==> src/rtl/mem_pkg.sv <==
// Shared encodings and helpers for the MEM-stage load/store unit.
// Access sizes, FSM state codes, store byte-enable/lane functions, load extenders.
package mem_pkg;

    localparam logic [1:0] MEM_B = 2'b00;
    localparam logic [1:0] MEM_H = 2'b01;
    localparam logic [1:0] MEM_W = 2'b10;

    localparam logic [1:0] ST_IDLE     = 2'b00;
    localparam logic [1:0] ST_WAIT_RSP = 2'b01;
    localparam logic [1:0] ST_DONE     = 2'b10;

    function automatic logic [3:0] store_be(input logic [1:0] size, input logic [1:0] off);
        case (size)
            MEM_B:   return 4'b0001 << off;
            MEM_H:   return 4'b0011 << {off[1], 1'b0};
            default: return 4'b1111;
        endcase
    endfunction

    // Replicate the narrow datum across every lane so the memory picks it by byte enable.
    function automatic logic [31:0] store_lanes(input logic [1:0] size, input logic [31:0] data);
        case (size)
            MEM_B:   return {4{data[7:0]}};
            MEM_H:   return {2{data[15:0]}};
            default: return data;
        endcase
    endfunction

    function automatic logic misaligned(input logic [1:0] size, input logic [1:0] off);
        return ((size == MEM_H) && off[0]) || (size[1] && (off != 2'b00));
    endfunction

    function automatic logic [31:0] ext8(input logic [7:0] b, input logic uns);
        return uns ? {24'b0, b} : {{24{b[7]}}, b};
    endfunction

    function automatic logic [31:0] ext16(input logic [15:0] h, input logic uns);
        return uns ? {16'b0, h} : {{16{h[15]}}, h};
    endfunction

endpackage

==> src/rtl/lsu_load_align.sv <==
// Little-endian load formatter: picks the addressed byte/half from the
// returned word and sign- or zero-extends it.
module lsu_load_align
    import mem_pkg::*;
#(
    parameter int D_WIDTH = 32
) (
    input  logic [D_WIDTH-1:0] word,
    input  logic [1:0]         off,
    input  logic [1:0]         size,
    input  logic               uns,
    output logic [D_WIDTH-1:0] data
);

    logic [7:0]  byte_sel;
    logic [15:0] half_sel;

    assign byte_sel = word[{off, 3'b000} +: 8];
    assign half_sel = word[{off[1], 4'b0000} +: 16];

    always_comb begin
        case (size)
            MEM_B:   data = ext8(byte_sel, uns);
            MEM_H:   data = ext16(half_sel, uns);
            default: data = word;
        endcase
    end

endmodule

==> src/rtl/mem_stage_lsu.sv <==
// MEM-stage load/store unit: issues data-memory requests, formats load data
// and stalls the upstream pipeline while an access is outstanding.
module mem_stage_lsu
    import mem_pkg::*;
#(
    parameter int D_WIDTH = 32,
    parameter int RF_SIZE = 5
) (
    input  logic               clk,
    input  logic               rst,
    input  logic               ex_valid,
    input  logic [D_WIDTH-1:0] alu_out_ex,
    input  logic [D_WIDTH-1:0] store_data_ex,
    input  logic [RF_SIZE-1:0] rd_ex,
    input  logic               reg_write_ex,
    input  logic               mem_read_ex,
    input  logic               mem_write_ex,
    input  logic [1:0]         mem_size_ex,
    input  logic               mem_unsigned_ex,
    output logic               dmem_req_valid,
    input  logic               dmem_req_ready,
    output logic [D_WIDTH-1:0] dmem_addr,
    output logic               dmem_we,
    output logic [3:0]         dmem_be,
    output logic [D_WIDTH-1:0] dmem_wdata,
    input  logic               dmem_rsp_valid,
    input  logic [D_WIDTH-1:0] dmem_rsp_data,
    output logic               stall,
    output logic               misalign_exc,
    output logic [D_WIDTH-1:0] alu_out_mem,
    output logic [D_WIDTH-1:0] r_data_mem,
    output logic [RF_SIZE-1:0] rd_mem,
    output logic               reg_write_mem,
    output logic               mem_to_reg_mem
);

    logic [1:0]         state, state_nx;
    logic [1:0]         off_q, size_q;
    logic               uns_q;
    logic [D_WIDTH-1:0] data_q, load_fmt;
    logic               is_mem, is_store, load_accept;

    assign is_mem   = ex_valid & (mem_read_ex | mem_write_ex);
    assign is_store = mem_write_ex;

    lsu_load_align #(.D_WIDTH(D_WIDTH)) u_align (
        .word (dmem_rsp_data),
        .off  (off_q),
        .size (size_q),
        .uns  (uns_q),
        .data (load_fmt)
    );

    always_comb begin
        state_nx       = state;
        load_accept    = 1'b0;
        dmem_req_valid = 1'b0;
        dmem_addr      = '0;
        dmem_we        = 1'b0;
        dmem_be        = 4'b0000;
        dmem_wdata     = '0;
        stall          = 1'b0;
        misalign_exc   = 1'b0;
        alu_out_mem    = ex_valid ? alu_out_ex : '0;
        rd_mem         = ex_valid ? rd_ex : '0;
        r_data_mem     = '0;
        reg_write_mem  = 1'b0;
        mem_to_reg_mem = 1'b0;
        case (state)
            ST_IDLE: begin
                if (!is_mem) begin
                    reg_write_mem = ex_valid & reg_write_ex;
                end else if (misaligned(mem_size_ex, alu_out_ex[1:0])) begin
                    misalign_exc = 1'b1;
                end else begin
                    // Fields are driven straight from EX/MEM, which the stall keeps frozen.
                    dmem_req_valid = 1'b1;
                    dmem_addr      = {alu_out_ex[D_WIDTH-1:2], 2'b00};
                    dmem_we        = is_store;
                    if (is_store) begin
                        dmem_be    = store_be(mem_size_ex, alu_out_ex[1:0]);
                        dmem_wdata = store_lanes(mem_size_ex, store_data_ex);
                    end else begin
                        dmem_be    = 4'b1111;
                    end
                    stall       = ~(is_store & dmem_req_ready);
                    load_accept = ~is_store & dmem_req_ready;
                    if (load_accept) state_nx = ST_WAIT_RSP;
                end
            end
            ST_WAIT_RSP: begin
                stall = 1'b1;
                if (dmem_rsp_valid) state_nx = ST_DONE;
            end
            ST_DONE: begin
                reg_write_mem  = reg_write_ex;
                mem_to_reg_mem = 1'b1;
                r_data_mem     = data_q;
                state_nx       = ST_IDLE;
            end
            default: state_nx = ST_IDLE;
        endcase
    end

    always_ff @(posedge clk or posedge rst) begin
        if (rst) begin
            state  <= ST_IDLE;
            off_q  <= '0;
            size_q <= '0;
            uns_q  <= 1'b0;
            data_q <= '0;
        end else begin
            state <= state_nx;
            if (load_accept) begin
                off_q  <= alu_out_ex[1:0];
                size_q <= mem_size_ex;
                uns_q  <= mem_unsigned_ex;
            end
            if (state == ST_WAIT_RSP && dmem_rsp_valid) data_q <= load_fmt;
        end
    end

endmodule

==> config.mk <==
export PLATFORM = sky130hd
export DESIGN_NAME = mem_stage_lsu
export DESIGN_NICKNAME = d
export VERILOG_FILES = /design/src/rtl/mem_pkg.sv /design/src/rtl/lsu_load_align.sv /design/src/rtl/mem_stage_lsu.sv
export SDC_FILE = /design/constraint.sdc
export NUM_CORES = 1
export LEC_CHECK = 0
export ABC_AREA = 1
export BUFFER_PORTS_ARGS = -buffer_cell sky130_fd_sc_hd__buf_2
export CAP_MARGIN = 20
export CORE_ASPECT_RATIO = 0.9
export CORE_MARGIN = 2
export CORE_UTILIZATION = 38
export DETAILED_ROUTE_END_ITERATION = 7
export PLACE_DENSITY = 0.83
export SYNTH_ARGS = -nofsm -noshare
export SYNTH_HDL_FRONTEND = slang
export SYNTH_SLANG_ARGS = --single-unit
export TNS_END_PERCENT = 30
==> constraint.sdc <==
create_clock -name clk -period 1.26 [get_ports clk]
set_input_delay 0.126 -clock clk [delete_from_list [all_inputs] [get_ports clk]]
set_output_delay 0.126 -clock clk [all_outputs]
set_load 0.01 [all_outputs]
==> impl_metrics.env <==
export IMPL_synthCells=634
export IMPL_fmax_mhz=584.9
export IMPL_wl_per_cell_um=12.89
export IMPL_fillers=906
export IMPL_ant_nets=0
export IMPL_status="complete, but fails checks"
export IMPL_final_util_pct=60.03
export IMPL_clk_latency_ns=0.29
export IMPL_clock_power_share_pct=20.3
export IMPL_worstPathArrival_ns=1.58
export IMPL_dr_pass1_iters=5
export IMPL_numPortBuffers=252
export IMPL_ir_drop_uv=556.8
export IMPL_multi_input_area_mm2=0.001983
export IMPL_post_synth_top_count_cell="nand2_1"
export IMPL_grt_ovfl_total=0
export IMPL_synth_area_per_cell_um2=5.678
export IMPL_grt_max_degree=40
export IMPL_sw_frac_of_total_pct=39.80
export IMPL_drive_above_1_share_pct=39.62
export IMPL_p_switching_uw=2429
export IMPL_h_tree_depth=2
export IMPL_setup_tns_final_ns=-36.96
export IMPL_path_class="reg -> out"
export IMPL_clockBufferDepth=2
export IMPL_post_dp_hpwl_um=10430
export IMPL_timing_final_ws_setup_ns=-0.4496
export IMPL_p_seq_share_pct=31.9
export IMPL_p_int_uw=3674
export IMPL_synth_cell_types=27
export IMPL_rr_worst_depth=7
export IMPL_hold_path_depth=3
export IMPL_slew_violations=0
export IMPL_rsz0062_at_grt="yes"
export IMPL_synth_cell_area_mm2=0.003600
export IMPL_synth_edff_count=0
export IMPL_grt_pass1_vias=4307
export IMPL_rows=33
export IMPL_cp_data_required_time_ns=1.13
export IMPL_pwr_share_comb_pct=47.7
export IMPL_p_leak_uw=0.003802
export IMPL_ys_top_cells_by_count="154 x nand2_1, 150 x inv_1, 114 x nor2_1"
export IMPL_worstHoldStart="mem_unsigned_ex"
export IMPL_cts_sink_count=39
export IMPL_initial_utilization_pct=39.27
export IMPL_fin_nets=1017
export IMPL_cp_max_fo=16
export IMPL_period_minus_slack_ns=1.710
export IMPL_synth_flop_cell="dfrtp_1"
export IMPL_ff_latch_area_um2=977.2
export IMPL_ys_seq_area_share_pct=27.11
export IMPL_pwr_density_cell_mw_per_mm2=1109
export IMPL_finalClockSkew_ns=0.01011
export IMPL_finalWirelength_um=13270
export IMPL_gr_usage_all_layers_pct=24.93
export IMPL_floorplan_die_area_mm2=0.01027
export IMPL_antenna_found_initial=1
export IMPL_grt_pass1_wl_um=20420
export IMPL_die_y_um=96.34
export IMPL_coreArea_mm2=0.009166
export IMPL_yosysWarnings=0
export IMPL_drc=0
export IMPL_clk_pin_slew_ns=0.07
export IMPL_finalHoldViolCount=0
export IMPL_violations="setup timing"
export IMPL_async_reset_ff_share_pct=100.0
export IMPL_drv_cap=0
export IMPL_hold_path_class="in -> reg"
export IMPL_ctsRootBufferMaster="clkbuf_8"
export IMPL_drt_vias_per_instance=4.664
export IMPL_setup_viol=134
export IMPL_holdWs_ns=0.07355
export IMPL_die_w_um=106.6
export IMPL_r2r_start="state[0]$_DFFE_PP0P_"
export IMPL_num_vias=4799
export IMPL_synth_seq_cells=39
export IMPL_critPathLaunch="state[0]$_DFFE_PP0P_"
export IMPL_cts_buffers_inserted=5
export IMPL_drt_iter0_drc=245
export IMPL_synth_top_area_cell="dfrtp_1"
export IMPL_area_delta_synth_final_pct=52.87
export IMPL_startpoint_type="flop"
export IMPL_crit_path_end_kind="primary output"
export IMPL_pin_count=255
export IMPL_min_period_over_period_pct=135.7
export IMPL_synth_area_top_cells="dfrtp_1 27%, nand2_1 16%, inv_1 16%"
export IMPL_cts_tree="yes"
export IMPL_gp_congestion=0.8820
export IMPL_synth_top_area_share_pct=27.11
## power groups by stage
stage	clock network (uW)	registers, uW	logic (uW)
detailed placement	0	1970	2720
floorplan	0	1900	1800
global route	1320	2000	3300
CTS	1260	1950	2810
finish	1240	1950	2910
global placement	0	1950	2670
## timing repair
item                                    in CTS  in global routing
endpoints found under the setup margin     141                142
pin swaps                                    5                  7
gates resized for setup                     31                 20
setup buffers                                1                  0
endpoints found under the hold margin       39                  0
cloned                                       1                  0
hold buffers                                 1                  0
## cells in the final DEF (no fill, tap or decap), types with 2 or more instances in the layout
| master | synthesis | final |
|---|---|---|
| clkbuf_8 | 0 | 5 |
| nor2_2 | 1 | 13 |
| o22ai_1 | 8 | 8 |
| nor2_4 | 10 | 13 |
| nand2_2 | 3 | 2 |
| inv_1 | 150 | 148 |
| conb_1 | 1 | 2 |
| buf_4 | 3 | 32 |
| buf_6 | 4 | 2 |
| a21oi_2 | 3 | 5 |
| nand3_1 | 12 | 10 |
| buf_12 | 0 | 6 |
| nand3_2 | 0 | 2 |
| o21ai_1 | 0 | 8 |
| nand2_4 | 3 | 4 |
| dfrtp_1 | 39 | 38 |
| o21ai_0 | 36 | 21 |
| bufinv_16 | 0 | 2 |
| nor2_1 | 114 | 100 |
| buf_2 | 4 | 252 |
| a21oi_1 | 58 | 56 |
| o21ai_2 | 0 | 7 |
| nand2_1 | 154 | 153 |
| inv_2 | 3 | 5 |
| nor2_8 | 2 | 2 |
## critical path: stages (launching register included)
cell     delay [ns]
dfrtp_1        0.41
nor2_4         0.15
nand3_4        0.15
nor2_8         0.20
inv_6          0.13
nor2_4         0.12
buf_2          0.14
## metal layers
| layer | vias up | GRT usage, % | share of wire [%] |
|---|---|---|---|
| met5 | - | 0 | 0 |
| met4 | 0 | 7.576 | 2.0 |
| met3 | 21 | 3.521 | 6.9 |
| met2 | 205 | 47.29 | 52 |
| met1 | 2173 | 29.23 | 39 |
| li1 | 2400 | - | - |
## state kept, by name (all words and copies together) (netlist names)
name and flops:
data_q 32, off_q 2, size_q 2, state 2, uns_q 1
## worst paths after layout
path                                          end  slack [ns]
min in group asynchronous  data_q[11]$_DFFE_PP0P_        0.44
max reg2reg                 size_q[1]$_DFFE_PP0P_       -0.16
max in group asynchronous    off_q[1]$_DFFE_PP0P_        0.61
min                             uns_q$_DFFE_PP0P_        0.07
max                                dmem_wdata[23]       -0.45
min reg2reg                data_q[14]$_DFFE_PP0P_        0.48
## per-stage QoR
stage,worst slack (ns),total power [uW],std cells,cell area [um^2]
final,-0.4496,6103,1029,5503
after global routing,-0.5330,6625,1029,5503
after CTS,-0.4673,6023,1028,5449
after detailed placement,-0.1989,4684,1017,5219
after global placement,-0.1849,4621,1017,5219
after floorplan,-0.04214,3707,635,3611
## layout make-up
class                           count  share of cell area [%]
Multi-Input combinational cell    409                   36.04
Timing Repair Buffer              293                   30.06
Sequential cell                    39                   17.76
Inverter                          157                   10.91
Tap cell                          122                   2.774
Clock buffer                        6                   1.319
Clock inverter                      2                   1.091
Antenna cell                        1                 0.04548
## kinds of logic (layout without fill, tap and decap cells)
group / Yosys count / after routing / share of synthesized area (%)
AND/OR/NAND/NOR: 301 / 302 / 36.15
buffers and inverters: 188 / 458 / 21.45
AO/OA/AOI/OAI: 105 / 105 / 15.19
flip-flops: 39 / 39 / 27.11
other: 1 / 3 / 0.1042
(Power assumes the default switching activity.)
